[config.mk]
export PLATFORM = sky130hd
export DESIGN_NAME = pc_fetch_unit
export DESIGN_NICKNAME = d
export VERILOG_FILES = /design/src/rtl/fetch_pkg.sv /design/src/rtl/pc_fetch_unit.sv
export SDC_FILE = /design/constraint.sdc
export NUM_CORES = 1
export LEC_CHECK = 0
export BUFFER_PORTS_ARGS = -buffer_cell sky130_fd_sc_hd__buf_2
export CAP_MARGIN = 20
export CORE_MARGIN = 10
export CORE_UTILIZATION = 40
export DETAILED_ROUTE_END_ITERATION = 8
export PLACE_DENSITY = 0.82
export SETUP_SLACK_MARGIN = 0.1
export SYNTH_ARGS = -nofsm -noshare
export SYNTH_HDL_FRONTEND = slang
export SYNTH_SLANG_ARGS = --single-unit
export TNS_END_PERCENT = 20
[constraint.sdc]
create_clock -name CLK -period 1.4 [get_ports CLK]
set_input_delay 0.14 -clock CLK [delete_from_list [all_inputs] [get_ports CLK]]
set_output_delay 0.14 -clock CLK [all_outputs]
set_load 0.03 [all_outputs]
[src/rtl/fetch_pkg.sv]
// Shared types and constants for the program-counter fetch unit.
package fetch_pkg;

    localparam int unsigned INSTR_W = 32;
    localparam int unsigned PC_W    = 64;

    // Low PC bits that must be zero for a 4-byte aligned instruction address.
    localparam logic [1:0] PC_ALIGN_MASK = 2'b11;

    // Fetch sequencing: request, wait for data, execute, or stuck on a fault.
    typedef enum logic [1:0] {
        FETCH = 2'b00,
        WAIT  = 2'b01,
        EXEC  = 2'b10,
        FAULT = 2'b11
    } fetch_state_e;

    // True when a PC can legally be fetched.
    function automatic logic pc_is_aligned(input logic [PC_W-1:0] pc);
        return (pc[1:0] & PC_ALIGN_MASK) == 2'b00;
    endfunction

endpackage

[src/rtl/pc_fetch_unit.sv]
// Program-counter owner and instruction fetcher: one request/grant read per
// executed instruction, then waits for the resolved next PC.
// Optional feature: define FETCH_RETIRE_COUNT_EN to add the RetiredCount port.
module pc_fetch_unit
    import fetch_pkg::*;
#(
    // Must be 4-byte aligned.
    parameter logic [PC_W-1:0] RESET_PC = 64'h0
) (
    input  logic               CLK,
    input  logic               Reset,
    input  logic [PC_W-1:0]    NextPC,
    input  logic               NextPCValid,
    output logic               IMemReq,
    output logic [PC_W-1:0]    IMemAddr,
    input  logic               IMemGnt,
    input  logic               IMemRvalid,
    input  logic [INSTR_W-1:0] IMemRdata,
    output logic [PC_W-1:0]    CurrentPC,
    output logic [INSTR_W-1:0] Instruction,
    output logic               InstrValid,
    output logic               Misaligned
`ifdef FETCH_RETIRE_COUNT_EN
    ,
    output logic [PC_W-1:0]    RetiredCount
`endif
);

    fetch_state_e        state_q, state_d;
    logic [PC_W-1:0]     pc_q, pc_d;
    logic [INSTR_W-1:0]  instr_q, instr_d;
    logic                misaligned_q, misaligned_d;

    // Next-state: FSM sequencing, PC update and instruction capture.
    always_comb begin
        state_d      = state_q;
        pc_d         = pc_q;
        instr_d      = instr_q;
        misaligned_d = misaligned_q;
        case (state_q)
            FETCH: begin
                if (IMemGnt) begin
                    if (IMemRvalid) begin
                        // Zero-wait memory: data arrives with the grant.
                        instr_d = IMemRdata;
                        state_d = EXEC;
                    end else begin
                        state_d = WAIT;
                    end
                end
            end
            WAIT: begin
                if (IMemRvalid) begin
                    instr_d = IMemRdata;
                    state_d = EXEC;
                end
            end
            EXEC: begin
                if (NextPCValid) begin
                    if (pc_is_aligned(NextPC)) begin
                        pc_d    = NextPC;
                        state_d = FETCH;
                    end else begin
                        // PC stays on the faulting instruction for inspection.
                        misaligned_d = 1'b1;
                        state_d      = FAULT;
                    end
                end
            end
            FAULT: begin
                state_d = FAULT;
            end
            default: begin
                state_d = FETCH;
            end
        endcase
    end

    // State registers with synchronous reset.
    always_ff @(posedge CLK) begin
        if (Reset) begin
            state_q      <= FETCH;
            pc_q         <= RESET_PC;
            instr_q      <= '0;
            misaligned_q <= 1'b0;
        end else begin
            state_q      <= state_d;
            pc_q         <= pc_d;
            instr_q      <= instr_d;
            misaligned_q <= misaligned_d;
        end
    end

    // Outputs: request and valid are masked by Reset so nothing leaks while
    // reset is held, regardless of the state the register still shows.
    always_comb begin
        IMemReq     = (state_q == FETCH) && !Reset;
        InstrValid  = (state_q == EXEC) && !Reset;
        IMemAddr    = pc_q;
        CurrentPC   = pc_q;
        Instruction = instr_q;
        Misaligned  = misaligned_q;
    end

`ifdef FETCH_RETIRE_COUNT_EN
    logic [PC_W-1:0] retired_q, retired_d;
    logic            retire;

    // An instruction retires when its successor PC is accepted and aligned.
    assign retire = (state_q == EXEC) && NextPCValid && pc_is_aligned(NextPC);

    // Retire counter next-state; wraps naturally at 2^64.
    always_comb begin
        retired_d = retired_q;
        if (retire) begin
            retired_d = retired_q + 64'd1;
        end
    end

    // Retire counter register.
    always_ff @(posedge CLK) begin
        if (Reset) begin
            retired_q <= '0;
        end else begin
            retired_q <= retired_d;
        end
    end

    assign RetiredCount = retired_q;
`endif

endmodule

# --- Yosys cells after proc, flatten, opt, wreduce, memory -nomap -nowiden ---
# Index checks and enable logic that the tools add are counted.
op_classes:
  n_eq_ne: 6
  mux: 9
  n_bitwise: 1
  n_reduce_logical: 10
op_table:
  columns: ["cell", "count"]
  rows:
  - ["$mux W32", 2]
  - ["$pmux W32 S2", 1]
  - ["$mux W2", 5]
  - ["$reduce_and A3 Y1", 3]
  - ["$pmux W2 S4", 1]
  - ["$ne A2 B2 Y1 const B", 3]
  - ["$eq A2 B2 Y1 const B", 2]
  - ["$logic_not A2 Y1", 2]
  - ["$eq A2 B1 Y1 const B", 1]
  - ["$logic_and A1 B1 Y1", 2]
  - ["$reduce_and A2 Y1", 1]
  - ["$reduce_bool A2 Y1", 1]
  - ["$logic_not A1 Y1", 1]
  - ["$not A1 Y1", 1]
totals:
  regBits: 99
  output_inout_bits: 163
  word_cells: 30

# --- Logic depth before layout (Yosys ltp) ---
# Gate-level depths: netlist of the first run.
depth:
  ltp_word: 4
  depth_mapped: 6
  mapped_depth_nobuf: 3

# --- Worst setup path after synthesis of the first run ---
# No wires, ideal clock.
synth_path:
  path_kind: "reg2out"
  start: "register state_q[1]"
  end: "output InstrValid"
  arrival_ns: 1.557
  required_ns: 1.260
  slack_ns: -0.297
  stages_incl_launch_ff: 5
  cell_sequence: "dfxtp_1 > buf_4 > clkinv_1 > buf_1 > nor3_1"
synth_between:
  elab_chain_cells: 2
synth_rtl:
  columns: ["item", "line_no", "source"]
  rows:
  - ["start: declaration", "pc_fetch_unit.sv:29", "fetch_state_e state_q, state_d;"]
  - ["start signal: assignment", "pc_fetch_unit.sv:87", "state_q <= state_d;"]
  - ["$eq A2 B2 Y1", "pc_fetch_unit.sv:98", "InstrValid = (state_q == EXEC) && !Reset;"]
  - ["$logic_and A1 B1 Y1", "pc_fetch_unit.sv:98", null]
  - ["end: declaration", "pc_fetch_unit.sv:21", "output logic InstrValid,"]
# Every way passes these cells.

# --- Worst setup path after layout of the first run ---
layout_path:
  start: "register state_q[1]"
  end: "output IMemReq"
layout_between:
  elab_chain_cells: 2
layout_rtl:
  columns: ["item", "line_no", "source"]
  rows:
  - ["$logic_not A2 Y1", "pc_fetch_unit.sv:97", "IMemReq = (state_q == FETCH) && !Reset;"]
  - ["$logic_and A1 B1 Y1", "pc_fetch_unit.sv:97", null]
  - ["end: declaration", "pc_fetch_unit.sv:14", "output logic IMemReq,"]
# Every way passes these cells.

==> flow_summary.ini, run 1 <==
[pwr]
power_density_nw_per_um2 = 991.9
design_power_total_mw = 6.196
peakVddDrop_mv = 0.7274
p_leak_nw = 2.934

[floorplanning]
ioPinCount = 264
initial_core_util = 0.4150
die_x_um = 129.5
core_um2 = 11560
rows = 39
die_area_um2 = 16780
die_h_um = 129.5

[logic_synthesis]
yosysTopAreaCell = dfxtp_1
synth_edf_count = 0
avgSynthCellArea_um2 = 9.618
ys_ff_latch = 99
synth.cell_area_um2 = 4800
ys_seq_area_frac = 0.4129
synth.top_cells.by_count = nand2b_1 (124), dfxtp_1 (99), buf_4 (68), mux2i_1 (62)
yosysMostFrequentCell = nand2b_1
ys_types = 22
synthCells = 499
yosysTopAreaCellShare = 0.4129
synth.area.top_cells = dfxtp_1 (41%), nand2b_1 (16%), mux2i_1 (13%), buf_4 (11%), nand3b_1 (5.0%)
yosysWarnings = 0
postSynth.asyncResetShare = 0
syn_nets = 600
ys.flop_type = dfxtp_1

[setup_path]
max_stage_delay_ns = 0.38
path_buf_inv = 2
worstPathRequired_ns = 1.26
cp-start-kind = flip-flop
r2r_slack_ns = 0.07
crit_chain = buf_12 > nor3_4 > buf_6
cp_max_fo = 4
endpoint_kind = output port
r2r-start = state_q[1]
worstSetupPathType = reg -> out
cp_top_family = flip-flops
r2r-end = CurrentPC[20]
crit_path_top_delay_cell = dfxtp_4
worstPathArrival_ns = 1.20
cp.depth = 3
reg2reg_depth = 5

[grt]
grt_pass1_vias = 3885
grt_max_degree = 61
grt_pass1_wl_um = 20290
antenna_found_initial = 1
gr-total-overflow = 0
grt_usage = 0.1505

[hold_path]
hold_end = CurrentPC[17]
holdCritPathClass = in -> reg
hold_path_depth = 3
hold_start = NextPC[17]

[placed_design]
globalplace.congestion = 0.7824
hpwl_um = 10440
dp.cells = 818
numPortBuffers = 263

[clock_network]
clock_path_buffers = 2
clk_pin_slew_ns = 0.07
tritoncts = yes
cts_max_level = 3
clock_latency_ns = 0.34
cts-root-buf = clkbuf_16
numCtsBuffers = 9
clock-sinks = 99

[finish]
fin_nets = 797
drive_above_1_share = 0.4394
fillers = 1071
synthToLayoutAreaGrowth_pct = 30.14
utilization = 0.5401
fin_cells = 845

[timing]
max_freq_ghz = 0.7459
hold_viol_final = 0
worstMarginPinSlew_ns = 0.3561
fin_worst_skew_ns = 0.007014
fin_crit_sh = 0.9576
final_max_slew_viol_count = 0
setup_tns_ns = 0
finalCriticalPeriod_ns = 1.341
rsz0062_at_grt = true
relSlewSlack = 0.7626
setup_violations = 0

[detailed_routing]
drt_first_iter_violations = 207
detail_route.first_pass.iterations = 4
drc_errors = 0
wire_per_inst_um = 16.70
vias_per_cell = 4.702
wirelength_um = 14110
antenna_left = 0
vias = 3973

[run_status]
status = finished, final reports clean

[run]
cap_violations = 0
## timing repair
item | 4_1_cts | 5_1_grt
gates cloned | 0 | 6
pin swaps | 1 | 5
setup buffers | 1 | 2
hold endpoints to repair | 1 | 0
hold buffers | 1 | 0
setup endpoints to repair | 64 | 88
gates resized for setup | 12 | 5
## stage by stage
step	setup slack, ns	instance area [um^2]	hold WS [ns]
finish	0.05935	6246	0.04783
global placement	0.1074	5747	0.3646
detailed placement	0.03738	5747	0.3683
CTS	0.05336	6080	0.03159
global route	-0.01291	6243	0.03524
floorplan	0.03623	4816	0.2424
## sequential cells by signal, summed over array words and instances (netlist names)
| signal | cells |
|---|---|
| CurrentPC | 64 |
| Misaligned | 1 |
| state_q | 2 |
| Instruction | 32 |
## worst reg2reg max path: cells and delay by family, from the launching register on
family | cells | cell delay (ns)
buf+inv | 2 | 0.32
flops | 1 | 0.40
mux | 1 | 0.22
simple gates | 2 | 0.32
## cell families (layout without fill, tap and decap cells)
kind of cell	after synthesis	count (layout)	share of synthesized area
buf+inv	104	306	0.1551
simple gates	164	164	0.2260
compound gates	70	70	0.07664
other cells	0	1	0
flops	99	99	0.4129
mux	62	62	0.1293
## report_power, final
group | internal (mW) | switching, mW
clock network | 1.31 | 1.00
registers | 2.90 | 0.0459
logic | 0.407 | 0.538
total | 4.61 | 1.59
## worst max path at each step
stage	startpoint	end	slack (ns)
2_1_floorplan	state_q[1]	InstrValid	0.04
5_1_grt	state_q[1]	CurrentPC[11]	-0.01
3_3_place_gp	state_q[1]	CurrentPC[9]	0.11
3_5_place_dp	state_q[1]	CurrentPC[20]	0.04
6_report	state_q[1]	IMemReq	0.06
4_1_cts	state_q[1]	IMemReq	0.05
## layout by cell type (no fill, tap or decap), drive strengths merged
master | synthesis | final
dlygate4sd3 | 0 | 1
buf | 85 | 284
clkinvlp | 0 | 1
mux2i | 62 | 62
o21ba | 1 | 1
a211oi | 3 | 3
nor2 | 2 | 2
dfxtp | 99 | 99
nand2b | 124 | 124
o211a | 1 | 1
diode | 0 | 1
o21ai | 33 | 33
clkinv | 1 | 1
nand3b | 33 | 33
clkbuf | 18 | 19
nor3b | 2 | 2
a21oi | 32 | 32
nor3 | 3 | 3
## metal layers
metal  global-route usage  share of wire  up-vias
met2               0.2539           0.49      167
met3              0.09095           0.13       13
met1               0.1541           0.37     1809
met4              0.04497          0.011        0
li1                     -              -     1984
met5                    0              0        -
## cell type report
class / count / area [um^2] / area share
Clock inverter: 1 / 7.507 / 0.001202
Inverter: 1 / 8.758 / 0.001402
Timing Repair Buffer: 289 / 1688 / 0.2702
Clock buffer: 15 / 267.8 / 0.04287
Tap cell: 143 / 178.9 / 0.02865
Sequential cell: 99 / 1986 / 0.3179
Multi-Input combinational cell: 296 / 2107 / 0.3373
Antenna cell: 1 / 2.502 / 0.0004006
Power figures use the tool's default switching activity.
==> run 2, diff against run 1 <==
--- a/config.mk
+++ b/config.mk
@@ -11,6 +11,7 @@
 export CORE_UTILIZATION = 40
 export DETAILED_ROUTE_END_ITERATION = 8
 export PLACE_DENSITY = 0.82
+export RECOVER_POWER = 100
 export SETUP_SLACK_MARGIN = 0.1
 export SYNTH_ARGS = -nofsm -noshare
 export SYNTH_HDL_FRONTEND = slang
==> constraint.sdc (replaced) <==
create_clock -name CLK -period 1.6 [get_ports CLK]
set_input_delay 0.16 -clock CLK [delete_from_list [all_inputs] [get_ports CLK]]
set_output_delay 0.16 -clock CLK [all_outputs]
set_load 0.03 [all_outputs]
==> run 2 against run 1 <==
  * First-iteration DRC count shrank 19%
  * Routed wire length shrank 4.7%
  * Utilization shrank 3.2 points
  * Largest power group unchanged
==> flow_summary.ini, run 2 (synthesis gave the netlist of run 1 again) <==
[timing]
max_freq_ghz = 0.6818
setup_tns_ns = 0
fin_worst_skew_ns = 0.006232
setup_violations = 0
rsz0062_at_grt = true
hold_viol_final = 0
finalCriticalPeriod_ns = 1.467
fin_crit_sh = 0.9167
final_max_slew_viol_count = 0
relSlewSlack = 0.6121
worstMarginPinSlew_ns = 0.5844

[detailed_routing]
vias = 3866
detail_route.first_pass.iterations = 5
wire_per_inst_um = 16.10
vias_per_cell = 4.630
wirelength_um = 13440
antenna_left = 0
drt_first_iter_violations = 167
drc_errors = 0

[grt]
gr-total-overflow = 0
antenna_found_initial = 0
grt_usage = 0.1494
grt_pass1_wl_um = 20130
grt_pass1_vias = 3805
grt_max_degree = 42

[floorplanning]
core_um2 = 11560
ioPinCount = 264
initial_core_util = 0.4150
rows = 39
die_x_um = 129.5
die_area_um2 = 16780
die_h_um = 129.5

[setup_path]
worstPathRequired_ns = 1.44
setup.worst_path.start = state_q[1]
endpoint_kind = output port
r2r-start = state_q[0]
worstPathArrival_ns = 1.31
worstSetupPathType = reg -> out
cp_top_family = buffers and inverters
max_stage_delay_ns = 0.35
cp-start-kind = flip-flop
cp_max_fo = 14
crit_chain = buf_4 > nor3_2 > clkbuf_2
path_buf_inv = 2
crit_path_top_delay_cell = dfxtp_2

[placed_design]
numPortBuffers = 263
place_area_um2 = 5738
globalplace.congestion = 0.7550
hpwl_um = 10410

[clock_network]
clock_latency_ns = 0.34
cts_setup_buffers = 0
tritoncts = yes
cts-root-buf = clkbuf_16
clock-sinks = 99
cts_max_level = 3
clk_pin_slew_ns = 0.07
clock_path_buffers = 2
ctsHoldBuffers = 0
numCtsBuffers = 9

[finish]
final_common_cell = clkbuf_1
postLayoutCellArea_um2 = 5877
drive_above_1_share = 0.2052
synthToLayoutAreaGrowth_pct = 22.45
diodes = 0
largest_reg_flops = 64
fillers = 1186
fin_nets = 789
layout_common_cells = clkbuf_1 (161), nand2b_1 (124), buf_2 (99), dfxtp_1 (98), mux2i_1 (62)

[hold_path]
hold_start = IMemRvalid
holdCritPathClass = in -> reg

[pwr]
power_density_nw_per_um2 = 991.7
p_leak_nw = 2.182
peakVddDrop_mv = 0.5956

[run]
cap_violations = 0

[run_status]
status = finished, final reports clean
==> run 2: cell types whose count changed in the layout (fill, tap and decap cells not counted), moves of 3 or more <==
cell / previous run / this run
buf_6: 7 / 1
bufinv_16: 0 / 3
clkbuf_2: 0 / 4
clkbuf_1: 4 / 161
buf_2: 260 / 99
clkbuf_16: 13 / 9
==> run 2: where the power goes <==
part / internal (mW) / switching [mW] / total (mW)
clock network: 1.60 / 0.897 / 2.50
logic: 0.296 / 0.453 / 0.749
registers: 2.54 / 0.0426 / 2.58
==> run 2: metrics by stage <==
stage	total power [mW]	setup slack (ns)	instances	hold slack [ns]	util
after floorplan	3.145	0.1226	499	0.2608	-
after global placement	3.402	0.2733	820	0.3897	0.4962
after detailed placement	3.412	0.1937	820	0.3838	0.4962
after CTS	5.948	0.1069	835	0.01862	0.5267
after global routing	6.068	0.03833	835	0.01766	0.5082
final	5.828	0.1332	835	0.01859	0.5082
==> run 2: worst reg2reg max path: cells and delay by family, from the launching register on <==
kind	cells	cell delay, ns
and+or+nand+nor	2	0.37
buffers and inverters	1	0.36
muxes	1	0.26
DFF	1	0.35
==> run 2: path summary, 6_finish.rpt <==
path,end,slack [ns],cells past startpoint
setup / recovery,IMemReq,0.13,3
hold / removal,state_q[0],0.02,2
setup reg to reg,CurrentPC[2],0.18,4
hold reg to reg,Instruction[8],0.47,2
==> run 2: routing by layer <==
metal | part of all wire | vias up | global-route usage | routed length, um
met5 | 0 | - | 0 | 0
met4 | 0.013 | 0 | 0.05357 | 176
met3 | 0.12 | 13 | 0.07341 | 1628
met2 | 0.49 | 164 | 0.2563 | 6564
met1 | 0.38 | 1728 | 0.1562 | 5073
li1 | - | 1961 | - | -
==> run 2: cell type report <==
type / instances / area [um^2] / share of cell area
multi-input cells: 296 / 2083 / 0.3545
flip-flops and latches: 99 / 1983 / 0.3374
repair buffers: 281 / 1276 / 0.2172
clock buffers: 11 / 252.7 / 0.04301
well taps: 143 / 178.9 / 0.03045
clock inverters: 4 / 97.59 / 0.01661
inverters: 1 / 5.005 / 0.0008516
==> run 2: timing repair <==
item | in CTS | in global routing
cloned | 0 | 0
endpoints found under the setup margin | 2 | 2
resized for setup | 2 | 3
==> run 3, diff against run 2 <==
--- a/config.mk
+++ b/config.mk
@@ -5,14 +5,16 @@
 export SDC_FILE = /design/constraint.sdc
 export NUM_CORES = 1
 export LEC_CHECK = 0
+export ABC_AREA = 1
 export BUFFER_PORTS_ARGS = -buffer_cell sky130_fd_sc_hd__buf_2
 export CAP_MARGIN = 20
 export CORE_MARGIN = 10
 export CORE_UTILIZATION = 40
 export DETAILED_ROUTE_END_ITERATION = 8
-export PLACE_DENSITY = 0.82
+export PLACE_DENSITY = 0.86
 export RECOVER_POWER = 100
 export SETUP_SLACK_MARGIN = 0.1
+export SKIP_CTS_REPAIR_TIMING = 1
 export SYNTH_ARGS = -nofsm -noshare
 export SYNTH_HDL_FRONTEND = slang
 export SYNTH_SLANG_ARGS = --single-unit
==> run 3 against run 2 <==
  * Hold slack gained 0.028 ns
  * Via count grew 0.34%
  * Non-clock buffer count shrank 6
  * Clock power shrank 34%
==> flow_summary.ini, run 3 <==
[logic_synthesis]
synth_edf_count = 0
ys_types = 17
yosysTopAreaCellShare = 0.4948
yosysMostFrequentCell = nor2_1
synthCells = 512
yosysTopAreaCell = dfxtp_1
ys_ff_latch = 99
synth.top_cells.by_count = nor2_1 (130), dfxtp_1 (99), buf_4 (73), o21ai_0 (51), nand2_1 (43)
synth.cell_area_um2 = 4005
ys_seq_area_frac = 0.4948
yosysWarnings = 0
synth.area.top_cells = dfxtp_1 (49%), buf_4 (14%), nor2_1 (12%), o21ai_0 (6.4%), a21oi_1 (4.2%)
avgSynthCellArea_um2 = 7.822
postSynth.asyncResetShare = 0
ys.flop_type = dfxtp_1
syn_nets = 613

[finish]
layout_common_cells = clkbuf_1 (161), nor2_1 (130), buf_2 (100), dfxtp_1 (98), o21ai_0 (50)
diodes = 0
synthToLayoutAreaGrowth_pct = 25.18
postLayoutCellArea_um2 = 5014
largest_reg_flops = 64
fin_cells = 839
fin_nets = 803
drive_above_1_share = 0.1898
final_common_cell = clkbuf_1

[hold_path]
hold_start = NextPC[26]
hold_path_depth = 3
hold_end = CurrentPC[26]
holdCritPathClass = in -> reg

[timing]
relSlewSlack = 0.7026
hold_viol_final = 0
setup_tns_ns = 0
setup_violations = 0
rsz0062_at_grt = false
final_max_slew_viol_count = 0
setup_ws_ns = 0.2196
fin_worst_skew_ns = 0.005248
fin_crit_sh = 0.8628
worstMarginPinSlew_ns = 0.4480
max_freq_ghz = 0.7244
finalCriticalPeriod_ns = 1.380

[pwr]
power_density_nw_per_um2 = 1080
design_power_total_mw = 5.413
peakVddDrop_mv = 0.5526
p_leak_nw = 1.990

[clock_network]
numCtsBuffers = 9
clock_latency_ns = 0.35
tritoncts = yes
clk_pin_slew_ns = 0.09
clock_path_buffers = 2
cts_max_level = 3
cts-root-buf = clkbuf_8
clock-sinks = 99

[floorplanning]
die_h_um = 120.1
initial_core_util = 0.4098
rows = 36
core_um2 = 9774
die_x_um = 120.1
die_area_um2 = 14420
ioPinCount = 264

[placed_design]
dp.cells = 822
numPortBuffers = 263
dp_slack_ns = 0.1293
globalplace.congestion = 0.8402
place_area_um2 = 4985
hpwl_um = 10270

[detailed_routing]
drt_first_iter_violations = 288
wirelength_um = 13070
vias_per_cell = 4.623
antenna_left = 0
drc_errors = 0
detail_route.first_pass.iterations = 4
wire_per_inst_um = 15.57
vias = 3879

[setup_path]
cp.depth = 7
cp-start-kind = flip-flop
critPathMostFrequentCell = nor2_1
r2r_slack_ns = 0.22
cp_max_fo = 25
r2r-end = CurrentPC[27]
crit_path_top_delay_cell = dfxtp_2
worstPathArrival_ns = 1.66
worstSetupPathType = reg -> reg
crit_chain = inv_1 > nor2_4 > nand3_4 > clkinv_2 > buf_6 > nor2_1 > nor2_1
path_buf_inv = 3
reg2reg_depth = 7
endpoint_kind = flip-flop
max_stage_delay_ns = 0.36
cp_top_family = simple AND/OR/NAND/NOR gates
worstPathRequired_ns = 1.88
r2r-start = state_q[1]
setup.worst_path.start = state_q[1]

[run_status]
status = finished, final reports clean

[grt]
grt_usage = 0.1669
grt_pass1_wl_um = 19780
grt_pass1_vias = 3759
grt_max_degree = 55
antenna_found_initial = 0
gr-total-overflow = 0

[run]
cap_violations = 0
[run 3: layout make-up]
cell class	instances	area, um^2
fillers	1060	4761
well taps	133	166.4
flip-flops and latches	99	1983
clock buffers	12	165.2
repair buffers	275	1270
multi-input cells	310	1355
clock inverters	3	46.29
inverters	7	27.53
[run 3: worst max path at each step]
stage | endpoint | slack, ns
floorplan | InstrValid | 0.34
global placement | CurrentPC[57] | 0.19
detailed placement | CurrentPC[27] | 0.13
CTS | CurrentPC[27] | 0.11
global route | Instruction[0] | 0.07
finish | CurrentPC[27] | 0.22
[run 3: logic make-up (layout without fill, tap and decap cells)]
logic type,Yosys count,after routing,synth area share
and+or+nand+nor,212,212,0.2159
DFF,99,99,0.4948
buffers and inverters,103,297,0.1668
AOI/OAI and AO/OA,98,98,0.1225
[run 3: metrics by stage]
stage               hold slack, ns  utilization
CTS                        0.02573       0.5316
floorplan                   0.3088            -
detailed placement          0.4032       0.5100
global placement            0.3927       0.5100
global route               0.02843       0.5129
finish                     0.04680       0.5129
[run 3: power breakdown]
part	internal [mW]	switching, mW	total [mW]	leakage (nW)
Clock	0.846	0.816	1.66	0.105
Combinational	0.326	0.749	1.08	1.08
Sequential	2.59	0.0867	2.68	0.804
Total	3.76	1.65	5.41	1.99
[run 3: worst register-to-register path, stage by stage (launching register included)]
cell	delay, ns
dfxtp_2	0.36
inv_1	0.10
nor2_4	0.14
nand3_4	0.18
clkinv_2	0.13
buf_6	0.21
nor2_1	0.07
nor2_1	0.13
[run 3: layer usage]
| metal | vias up | track usage | wire length, um |
|---|---|---|---|
| met2 | 176 | 0.2988 | 6480 |
| met5 | - | 0 | 0 |
| met3 | 14 | 0.08392 | 1564 |
| met1 | 1729 | 0.1707 | 4882 |
| li1 | 1960 | - | - |
| met4 | 0 | 0.03695 | 139 |
